==> src/rtl/key_pulse_gen.sv <==
// key_pulse_gen: multi-channel key synchroniser, debouncer and press/repeat pulse generator
module key_pulse_gen #(
    parameter int CHANNELS        = 4,
    parameter int DEBOUNCE_CYCLES = 4,
    parameter int REPEAT_EN       = 0,
    parameter int REPEAT_DELAY    = 16,
    parameter int REPEAT_RATE     = 8
) (
    input  logic                clock,
    input  logic                reset,
    input  logic [CHANNELS-1:0] keys_in,
    input  logic                enable,
    output logic [CHANNELS-1:0] key_level,
    output logic [CHANNELS-1:0] key_pulse,
    output logic                any_pulse
);
    localparam int CW   = $clog2(DEBOUNCE_CYCLES) + 1;
    localparam int RMAX = (REPEAT_DELAY > REPEAT_RATE) ? REPEAT_DELAY : REPEAT_RATE;
    localparam int RW   = $clog2(RMAX + 1);

    logic [CHANNELS-1:0] w_pulse_nx;
    logic                r_any;

    for (genvar i = 0; i < CHANNELS; i++) begin : g_ch
        logic          r_s1, r_s2, r_st, r_armed, r_pulse;
        logic [CW-1:0] r_cnt;
        logic          w_hit, w_st_nx, w_armed_nx, w_lvl, w_lvl_nx, w_fire;

        assign w_hit         = (r_s2 != r_st) && (r_cnt == CW'(DEBOUNCE_CYCLES - 1));
        assign w_st_nx       = w_hit ? r_s2 : r_st;
        assign w_armed_nx    = r_armed | (w_hit & ~r_s2);
        assign w_lvl         = r_st & r_armed;
        assign w_lvl_nx      = w_st_nx & w_armed_nx;
        assign w_pulse_nx[i] = enable & w_lvl_nx & (~w_lvl | w_fire);
        assign key_level[i]  = w_lvl;
        assign key_pulse[i]  = r_pulse;

        // sync chain, debounce counter, debounced state, arming and pulse register
        always_ff @(posedge clock) begin
            if (reset) begin
                r_s1    <= 1'b0;
                r_s2    <= 1'b0;
                r_cnt   <= '0;
                r_st    <= 1'b1;
                r_armed <= 1'b0;
                r_pulse <= 1'b0;
            end else begin
                r_s1    <= keys_in[i];
                r_s2    <= r_s1;
                r_cnt   <= (r_s2 == r_st || w_hit) ? '0 : r_cnt + CW'(1);
                r_st    <= w_st_nx;
                r_armed <= w_armed_nx;
                r_pulse <= w_pulse_nx[i];
            end
        end

        if (REPEAT_EN != 0) begin : g_rep
            logic [RW-1:0] r_rcnt;
            logic          r_rep, w_run, w_press, w_tgt;

            assign w_run   = w_lvl_nx & enable;
            assign w_press = w_lvl_nx & ~w_lvl;
            assign w_tgt   = r_rcnt == (r_rep ? RW'(REPEAT_RATE) : RW'(REPEAT_DELAY));
            assign w_fire  = w_run & ~w_press & w_tgt;

            // cycles since the last pulse (or since enable returned); r_rep selects delay vs rate
            always_ff @(posedge clock) begin
                if (reset || !w_run) begin
                    r_rcnt <= '0;
                    r_rep  <= 1'b0;
                end else if (w_press) begin
                    r_rcnt <= RW'(1);
                    r_rep  <= 1'b0;
                end else if (w_tgt) begin
                    r_rcnt <= RW'(1);
                    r_rep  <= 1'b1;
                end else begin
                    r_rcnt <= r_rcnt + RW'(1);
                end
            end
        end else begin : g_norep
            assign w_fire = 1'b0;
        end
    end

    // any_pulse registered in the same cycle as the per-channel pulses
    always_ff @(posedge clock) begin
        if (reset) r_any <= 1'b0;
        else       r_any <= |w_pulse_nx;
    end

    assign any_pulse = r_any;
endmodule
==> config.mk <==
export PLATFORM = sky130hd
export DESIGN_NAME = key_pulse_gen
export DESIGN_NICKNAME = d
export VERILOG_FILES = /design/src/rtl/key_pulse_gen.sv
export SDC_FILE = /design/constraint.sdc
export NUM_CORES = 1
export LEC_CHECK = 0
export ABC_AREA = 0
export BUFFER_PORTS_ARGS = -buffer_cell sky130_fd_sc_hd__buf_4
export CORE_AREA = 2 2 76 78
export CTS_BUF_LIST = sky130_fd_sc_hd__clkbuf_4 sky130_fd_sc_hd__clkbuf_8
export CTS_CLUSTER_SIZE = 10
export DETAILED_ROUTE_END_ITERATION = 16
export DIE_AREA = 0 0 78 80
export PLACE_DENSITY_LB_ADDON = 0.05
export RECOVER_POWER = 50
export SLEW_MARGIN = 30
export SYNTH_ARGS = -nofsm -noshare
export SYNTH_HDL_FRONTEND = slang
export SYNTH_SLANG_ARGS = --single-unit
==> constraint.sdc <==
create_clock -name clock -period 3.6 [get_ports clock]
set_clock_uncertainty 0.05 [all_clocks]
set_input_delay 0.36 -clock clock [delete_from_list [all_inputs] [get_ports clock]]
set_output_delay 0.36 -clock clock [all_outputs]
set_load 0.02 [all_outputs]
==> metrics.md, run 1 <==
| Metric | Value |
|---|---|
| Top post-synthesis cells by area | dfxtp_1, ha_1, buf_4 |
| Hold WC Path Type | in2reg |
| Clock root cell | clkbuf_8 |
| Via Count | 786 |
| Deepest clock path buffer count | 2 |
| Die Footprint | 6240 um^2 |
| Register-to-Register Path Depth | 4 |
| Die width | 78 um |
| Starting DRT DRC Count | 31 |
| Post-layout instance area | 1460 um^2 |
| CP max-delay cell | clkbuf_1 |
| PortBufs | 15 |
| Outcome | completed |
| Setup violators final | 0 |
| Final cell count without fillers | 198 |
| Sequential cell area fraction in the yosys report | 0.5062 |
| Sequential cell area | 660.6 um^2 |
| Placed inst area | 1410 um^2 |
| Largest net degree at the start of global routing | 30 |
| CP Buf/Inv Count | 1 |
| Crit Reg-Reg Startpoint | g_ch[2].r_cnt[0] |
| R2R Path End | any_pulse |
| Row count | 27 |
| Power density cells | 527.8 nW/um^2 |
| Post-Synthesis Cells | 114 |
| Multi-input gate area | 498.0 um^2 |
| Critical Path AT | 1.68 ns |
| Slowest stage delay, CP | 0.89 ns |
| Critical path origin | reset |
| Rel. slew slack | 0.1702 |
| Die height | 80 um |
| DP HPWL | 1.438 mm |
| Grt ovf | 0 |
| Post-Syn Nets | 129 |
| Fin worst setup slack | 2.039 ns |
| Area growth syn-to-layout | 11.89% |
| Tcrit/Tclk final | 0.4336 |
| Placed Cells | 190 |
| Crit path depth | 3 |
| Area share of the largest cell type after synthesis | 0.5062 |
| Final Max Slew Viols | 0 |
| WP data required | 3.72 ns |
| DR vias/cell | 3.970 |
| Post-CTS setup buffer count | 0 |
| Pre-CTS setup slack | 2.278 ns |
| Max Fclk | 640.6 MHz |
| WL/cell | 10.37 um |
| Worst-Skew Late Latency | 0.28 ns |
| Min Hold Slack | 0.2295 ns |
| CTS Hold Bufs | 0 |
| Worst VDD drop | 0.1396 mV |
| Post-route DRC | 0 |
| Max Cap Viol | 0 |
| Antenna violations before repair | 0 |
| Post-Route WL | 2.053 mm |
| Worst-margin pin slew | 1.245 ns |
| Total CTS buffers | 5 |
| Cells along the critical path | clkbuf_1, nand2b_1, nor2_1 |
| Post-synthesis register bit count | 33 |
| Clock sinks | 33 |
| CTS clk-pin slew, worst paths | 0.06 ns |
| Setup Total Neg Slack | 0 ns |
| Layout cells sized above 1 | 0.1587 |
| Dominant cell type by area after synthesis | dfxtp_1 |
| H-Tree Depth | 2 |
| CTS tree | built |
| Total track usage | 0.07810 |
| RD Place Congestion | 0.6279 |
| I/O pin cnt | 16 |
| FF-to-FF setup slack | 2.31 ns |
| Crit path kind | in2reg |
| Avg Inst Size Synth | 11.45 um^2 |
| Leak pwr | 0.5506 nW |
| DR pass1 iterations | 2 |
| Antenna violation net count after detailed routing | 0 |
| Core Region | 5405 um^2 |
| Filler Cells Inserted | 577 |
| Final min period | 1.561 ns |
| Synth Cell Area | 1305 um^2 |
| Antenna Cells | 0 |
| RSZ-0062 raised after global routing | no |
| CP Capture Point | g_ch[1].r_pulse |
| Final nets | 140 |
| YS warnings | 0 |
| Vias in the first global route | 803 |
| CP endpoint kind | register |
| First-pass GRT wire length | 3.629 mm |
| Crit path launch type | input pin |
| Distinct cells, synth | 20 |
| CP Max Fanout | 29 |
| Starting Density | 0.2414 |
| Post_cts resized | 0 |
| Crit-path leading delay family | buffers and inverters |
| Final Hold Viols | 0 |
where the power goes:
part	internal [W]	switching, W
clock network	0.000160	0.000124
registers	0.000394	0.0000152
logic	0.0000419	0.0000363
flip-flops by register name, indices dropped and copies added, names as in the netlist:
name and flops:
g_ch.r_cnt 12, g_ch.r_armed 4, g_ch.r_pulse 4, g_ch.r_s1 4, g_ch.r_s2 4, g_ch.r_st 4, any_pulse 1
how the worst min path moves through the flow:
stage,from,slack (ns),endpoint,depth (start not counted)
after floorplan,g_ch[1].r_cnt[0],0.36,g_ch[1].r_cnt[0],1
after CTS,keys_in[1],0.22,g_ch[1].r_s1,2
final,keys_in[1],0.23,g_ch[1].r_s1,2
after detailed placement,g_ch[0].r_s1,0.37,g_ch[0].r_s2,1
after global placement,g_ch[1].r_cnt[0],0.36,g_ch[1].r_cnt[0],1
after global routing,keys_in[2],0.22,g_ch[2].r_s1,2
Yosys cell counts:
cell type	n
a211o_1	4
nor4_1	7
xnor2_1	4
nor4b_2	4
nand3b_1	4
a21oi_1	4
ha_1	8
nor4_2	1
and2b_1	6
nand4b_1	4
a41oi_2	1
inv_1	8
and2_1	4
buf_6	2
buf_4	8
dfxtp_1	33
nand2b_1	1
buf_8	1
nor2b_1	6
nor2_1	4
cells in the final DEF (no fill, tap or decap), drive strengths merged:
cell type and n:
a211o 4, a21oi 4, a41oi 1, and2 4
and2b 6, buf 9, clkbuf 14, dfxtp 33
ha 8, inv 8, nand2b 1, nand3b 4
nand4b 4, nor2 4, nor2b 6, nor4 8
nor4b 4, xnor2 4
cell families (layout without fill, tap and decap cells):
family	Yosys count	count (layout)	share of synthesized area
AOI/OAI and AO/OA	9	9	0.05465
DFF	33	33	0.5062
buffers and inverters	19	31	0.09779
xor gates and xnor gates	4	4	0.02684
and+or+nand+nor	41	41	0.2378
adders and majority gates	8	8	0.07670
layer usage:
metal | routed length [um] | global-route usage
met5 | 0 | 0
met4 | 53 | 0.04737
met3 | 121 | 0.04072
met2 | 957 | 0.1233
met1 | 920 | 0.08276
metrics by stage:
step | utilization | power, W
6_report | 0.2701 | 0.0007707
2_1_floorplan | - | 0.0004854
4_1_cts | 0.2778 | 0.0007934
5_1_grt | 0.2701 | 0.0008228
3_3_place_gp | 0.2609 | 0.0004987
3_5_place_dp | 0.2609 | 0.0005016
final cells by class:
cell class                 instances  share of cell area
sequential                        33              0.4524
multi-input combinational         62              0.3410
clock buffer                       8             0.06255
timing repair buffer              15             0.06170
tap                               72             0.06170
inverter                           8             0.02057
(Power assumes the default switching activity.)
==> inputs of run 2 (changes only) <==
clock period = 1.3 ns   (was 3.6 ns; I/O delays follow)
==> run 2 against run 1 <==
Sequential power increased to 2.8 times the previous value; sequential share of layout area decreased by 2.7 points; critical path depth increased by 1; non-clock buffer count increased by 3; core utilization increased by 1.7 points; worst hold slack got worse by 0.21 ns; final cell count increased by 1.5%; clock-buffer cell count unchanged; critical path type is now reg2reg; critical endpoint is now any_pulse.
==> metrics.md, run 2 (synthesis gave the netlist of run 1 again) <==
| Metric | Value |
|---|---|
| Crit path kind | reg2reg |
| Starting DRT DRC Count | 25 (-19%) |
| Power density cells | 1395 nW/um^2 (+160%) |
| WL/cell | 10.34 um (-0.25%) |
| Leak pwr | 0.5713 nW (+3.8%) |
| Total track usage | 0.07808 (about the same) |
| Pre-CTS setup slack | -0.02202 ns (-2.300 ns) |
| Cells along the critical path | ha_1, ha_4, nand4b_1, a41oi_2 |
| Deepest clock path buffer count | 2 (unchanged) |
| Worst VDD drop | 0.5591 mV (+300%) |
| Final min period | 1.187 ns |
| Final nets | 143 (+2.1%) |
| CTS clk-pin slew, worst paths | 0.06 ns (about the same) |
| Critical Path AT | 1.34 ns (-0.34 ns) |
| Commonest non-fill, non-tap cell in the layout | dfxtp_1 |
| Most frequent cells in the layout | dfxtp_1, inv_1, nor4_1 |
| CP max-delay cell | dfxtp_1 |
| Clock root cell | clkbuf_8 |
| Max Cap Viol | 0 (unchanged) |
| Via Count | 796 (+1.3%) |
| WP data required | 1.46 ns (-2.26 ns) |
| Starting Density | 0.2414 (unchanged) |
| Final Hold Viols | 0 (unchanged) |
| Worst hold path endpoint | g_ch[3].r_s1 |
| CP endpoint kind | register |
| Rel. slew slack | 0.5934 (+0.4232) |
| Worst-margin pin slew | 0.6099 ns (-0.6347 ns) |
| Clock sinks | 33 (unchanged) |
| DR vias/cell | 3.960 (-0.24%) |
| Min Hold Slack | 0.01960 ns (-0.2099 ns) |
| Fin worst setup slack | 0.1132 ns (-1.926 ns) |
| Final Max Slew Viols | 0 (unchanged) |
| Post-CTS setup buffer count | 0 (unchanged) |
| Outcome | completed |
| Die Footprint | 6240 um^2 (unchanged) |
| Post-route DRC | 0 (unchanged) |
| FF-to-FF setup slack | 0.11 ns (-2.20 ns) |
| H-Tree Depth | 2 (unchanged) |
| I/O pin cnt | 16 (unchanged) |
| Hold_sp | keys_in[3] |
| Biggest register | g_ch.r_cnt |
| Core Region | 5405 um^2 (unchanged) |
| DR pass1 iterations | 2 (unchanged) |
| PortBufs | 15 (unchanged) |
| CTS tree | built |
| First-pass GRT wire length | 3.594 mm (-0.96%) |
| Slowest stage delay, CP | 0.34 ns (-0.55 ns) |
| Die height | 80 um (unchanged) |
| CP Buf/Inv Count | 0 (-1) |
| R2R Path End | any_pulse |
| DP HPWL | 1.440 mm (+0.16%) |
| Crit path launch type | register |
| Post-Route WL | 2.079 mm (+1.3%) |
| Hold Path Stages | 2 (unchanged) |
| Max Fclk | 842.6 MHz |
| Register-to-Register Path Depth | 4 (unchanged) |
| Total CTS buffers | 5 (unchanged) |
| Worst-Skew Late Latency | 0.27 ns (about the same) |
| RSZ-0062 raised after global routing | no |
| Row count | 27 (unchanged) |
| Antenna violations before repair | 0 (unchanged) |
| Crit-path leading delay family | adder cells |
| Largest net degree at the start of global routing | 30 (unchanged) |
| Tcrit/Tclk final | 0.9129 |
| Vias in the first global route | 788 (-1.9%) |
| CP Max Fanout | 7 (-76%) |
| Crit Reg-Reg Startpoint | g_ch[3].r_cnt[0] |
| Hold WC Path Type | in2reg |
| Die width | 78 um (unchanged) |
| Grt ovf | 0 (unchanged) |
| Max FFs per register | 12 (unchanged) |
| Area growth syn-to-layout | 19.08% |
| RD Place Congestion | 0.6279 (unchanged) |
| Antenna violation net count after detailed routing | 0 (unchanged) |
| Antenna Cells | 0 (unchanged) |
| Layout cells sized above 1 | 0.2093 (+0.05057) |
| Setup violators final | 0 (unchanged) |
[run 2: repair_timing]
action	CTS	global route
pin swaps	0	1
resized for setup	3	5
setup endpoints to repair	1	6
cloned	0	0
hold buffers	3	0
endpoints found under the hold margin	3	0
[run 2: stage by stage]
stage	cell area [um^2]	util	TNS (ns)	power (W)	cells
after floorplan	1305	-	0	0.001344	114
after CTS	1539	0.2847	0	0.002208	201
after global placement	1410	0.2609	0	0.001381	190
after global routing	1554	0.2875	0	0.002317	201
final	1554	0.2875	0	0.002168	201
after detailed placement	1410	0.2609	-0.02202	0.001389	190
[run 2: layout make-up]
cell class	instances	area, um^2
sequential	33	660.6
inverter	8	30.03
multi-input combinational	62	560.5
fill	586	3851
tap	72	90.09
timing repair buffer	18	121.4
clock buffer	8	91.34
[run 2: worst max-delay path by stage]
stage                     startpoint           end  slack, ns  cells after the start
global route        g_ch[2].r_cnt[0]     any_pulse     0.0005                      4
detailed placement  g_ch[2].r_cnt[0]     any_pulse      -0.02                      4
CTS                 g_ch[0].r_cnt[0]     any_pulse       0.02                      4
global placement    g_ch[3].r_cnt[0]     any_pulse      0.006                      4
floorplan           g_ch[2].r_cnt[0]  g_ch[2].r_st        0.1                      3
finish              g_ch[3].r_cnt[0]     any_pulse       0.11                      4
[run 2: worst register-to-register path, stage by stage, from the launching register on]
cell,delay [ns]
dfxtp_1,0.34
ha_1,0.19
ha_4,0.18
nand4b_1,0.16
a41oi_2,0.21
[run 2: per-layer routing]
| layer | vias to the layer above | GRT usage | wire [um] |
|---|---|---|---|
| li1 | 415 | - | - |
| met1 | 366 | 0.08270 | 942 |
| met2 | 13 | 0.1250 | 1008 |
| met3 | 2 | 0.03846 | 102 |
| met4 | 0 | 0.04737 | 25 |
| met5 | - | 0 | 0 |
[run 2: power by group]
group | total (W) | internal [W] | leakage, nW | switching (W)
clock | 0.000781 | 0.000442 | 0.0498 | 0.000338
combinational | 0.000255 | 0.000142 | 0.251 | 0.000112
sequential | 0.00113 | 0.00109 | 0.270 | 0.0000421
==> inputs of run 3 (changes only) <==
CORE_AREA = 2 2 69 71   (was 2 2 76 78)
CTS_CLUSTER_DIAMETER = 80   (was default)
DIE_AREA = 0 0 71 73   (was 0 0 78 80)
==> run 3 against run 2 <==
Clock power about the same; die area fell by 17%; final cell count down 9.0%; non-clock buffer count did not move; routed wire length down 0.82%; largest cell class unchanged; via count is 1.4% lower.
==> metrics.md, run 3 (synthesis gave the netlist of run 1 again) <==
| Metric | Value |
|---|---|
| Via Count | 785 (-1.4%) |
| Min Hold Slack | 0.01333 ns (-0.006271 ns) |
| Most frequent cells in the layout | dfxtp_1, buf_4, inv_1 |
| Biggest register | g_ch.r_cnt |
| Core Region | 4536 um^2 (-16%) |
| Hold WC Path Type | in2reg |
| Max Cap Viol | 0 (unchanged) |
| Outcome | completed |
| Grt ovf | 0 (unchanged) |
| Antenna violations before repair | 0 (unchanged) |
| Max FFs per register | 12 (unchanged) |
| Seq pwr share | 0.523 (about the same) |
| H-Tree Depth | 2 (unchanged) |
| Area growth syn-to-layout | 16.59% |
| Total track usage | 0.09218 (+0.01409) |
| Final min period | 1.195 ns (+0.007785 ns) |
| Pwr Total | 0.002165 W (-0.14%) |
| Rel. slew slack | 0.5792 (-0.01422) |
| Crit path launch type | register |
| Die Footprint | 5183 um^2 (-17%) |
| CP endpoint kind | register |
| Crit path kind | reg2reg |
| Comb pwr share | 0.117 (about the same) |
| WP data required | 1.45 ns (about the same) |
| Post-Route WL | 2.062 mm (-0.82%) |
| Row count | 25 (-7.4%) |
| Final Max Slew Viols | 0 (unchanged) |
| Antenna violation net count after detailed routing | 0 (unchanged) |
| Post-CTS setup buffer count | 0 (unchanged) |
| Vias in the first global route | 765 (-2.9%) |
| Worst-Skew Late Latency | 0.27 ns (about the same) |
| RD Place Congestion | 0.6286 (+0.11%) |
| Starting Density | 0.2877 (+0.04629) |
| Setup violators final | 0 (unchanged) |
| CTS tree | built |
| Tcrit/Tclk final | 0.9189 (+0.005988) |
| Post-route DRC | 0 (unchanged) |
| Switch Pwr | 0.0004913 W (-0.31%) |
| Max Fclk | 837.1 MHz (-0.65%) |
| Fin worst setup slack | 0.1054 ns (-0.007785 ns) |
| Power density cells | 1423 nW/um^2 (+2.0%) |
| Commonest non-fill, non-tap cell in the layout | dfxtp_1 |
| WL/cell | 11.27 um (+8.9%) |
| Antenna Cells | 0 (unchanged) |
| Pre-CTS setup slack | -0.03454 ns (-0.01252 ns) |
| Critical Path AT | 1.35 ns (about the same) |
| Layout cells sized above 1 | 0.2093 (unchanged) |
| Post-layout instance area | 1521 um^2 (-2.1%) |
| DR pass1 iterations | 4 (+2) |
| Leak pwr | 0.5708 nW (about the same) |
| PortBufs | 15 (unchanged) |
| Worst-margin pin slew | 0.6313 ns (+0.02132 ns) |
| Starting DRT DRC Count | 22 (-12%) |
| DP HPWL | 1.393 mm (-3.3%) |
| Clock sinks | 33 (unchanged) |
| Fin util | 0.3354 (+0.04795) |
| DR vias/cell | 4.290 (+8.3%) |
| P_int | 0.001674 W (about the same) |
| Die width | 71 um (-9.0%) |
| RSZ-0062 raised after global routing | no |
| Final nets | 143 (unchanged) |
| Largest net degree at the start of global routing | 30 (unchanged) |
| I/O pin cnt | 16 (unchanged) |
| Total CTS buffers | 5 (unchanged) |
| Placed inst area | 1388 um^2 (-1.6%) |
| Final Hold Viols | 0 (unchanged) |
| CTS clk-pin slew, worst paths | 0.06 ns (about the same) |
| Clock root cell | clkbuf_8 |
| CP Max Fanout | 7 (unchanged) |
| Clk pwr share | 0.360 (about the same) |
| Die height | 73 um (-8.8%) |
| Switching share of power | 0.2269 (-0.0004003) |
| First-pass GRT wire length | 3.512 mm (-2.3%) |
| Worst VDD drop | 0.5398 mV (-3.4%) |
| Deepest clock path buffer count | 2 (unchanged) |
==> run 3: cell types whose count changed in the layout (fill, tap and decap cells not counted) <==
cell      change
and2_0        -1
and2_1        +1
ha_4          -1
clkbuf_4      -3
buf_4         +3
ha_2          +1
==> run 3: final cells by class <==
| type | count | area [um^2] |
|---|---|---|
| timing repair buffer | 18 | 121.4 |
| tap | 54 | 67.56 |
| sequential | 33 | 660.6 |
| clock buffer | 8 | 91.34 |
| inverter | 8 | 30.03 |
| multi-input combinational | 62 | 550.5 |
| fill | 470 | 3014 |
==> run 3: power by group through the flow <==
| stage | combinational (W) | clock (W) | sequential, W |
|---|---|---|---|
| final | 0.000254 | 0.000780 | 0.00113 |
| after global routing | 0.000288 | 0.000881 | 0.00114 |
| after CTS | 0.000246 | 0.000829 | 0.00113 |
| after detailed placement | 0.000236 | 0 | 0.00116 |
| after global placement | 0.000225 | 0 | 0.00115 |
| after floorplan | 0.000199 | 0 | 0.00114 |
==> run 3: per-layer routing <==
| metal | part of all wire | global-route usage |
|---|---|---|
| met1 | 0.47 | 0.1037 |
| met2 | 0.46 | 0.1371 |
| met3 | 0.064 | 0.05801 |
| met5 | 0 | 0 |
| met4 | 0.0082 | 0.04403 |
==> run 3: per-stage QoR <==
stage	TNS, ns	instances
floorplan	0	114
global placement	-0.003306	172
detailed placement	-0.03454	172
CTS	0	183
global route	0	183
finish	0	183
==> run 3: path summary, 6_finish.rpt <==
path / start / endpoint / slack [ns] / depth (start not counted)
worst max-delay path: g_ch[2].r_cnt[0] / any_pulse / 0.11 / 4
worst min-delay path: keys_in[3] / g_ch[3].r_s1 / 0.01 / 2
worst max register to register: g_ch[2].r_cnt[0] / any_pulse / 0.11 / 4
worst min register to register: g_ch[0].r_s1 / g_ch[0].r_s2 / 0.38 / 1
==> run 3: worst max-delay path: stages, from the launching register on <==
cell and delay, ns:
dfxtp_1 0.36, ha_1 0.20, ha_4 0.19, nand4b_1 0.14, a41oi_2 0.19
==> run 3: repair_timing <==
item                       in CTS  in global routing
hold endpoints to repair        3                  0
hold buffers                    3                  0
setup endpoints to repair       2                  6
pin swaps                       0                  0
resized for setup               3                  4
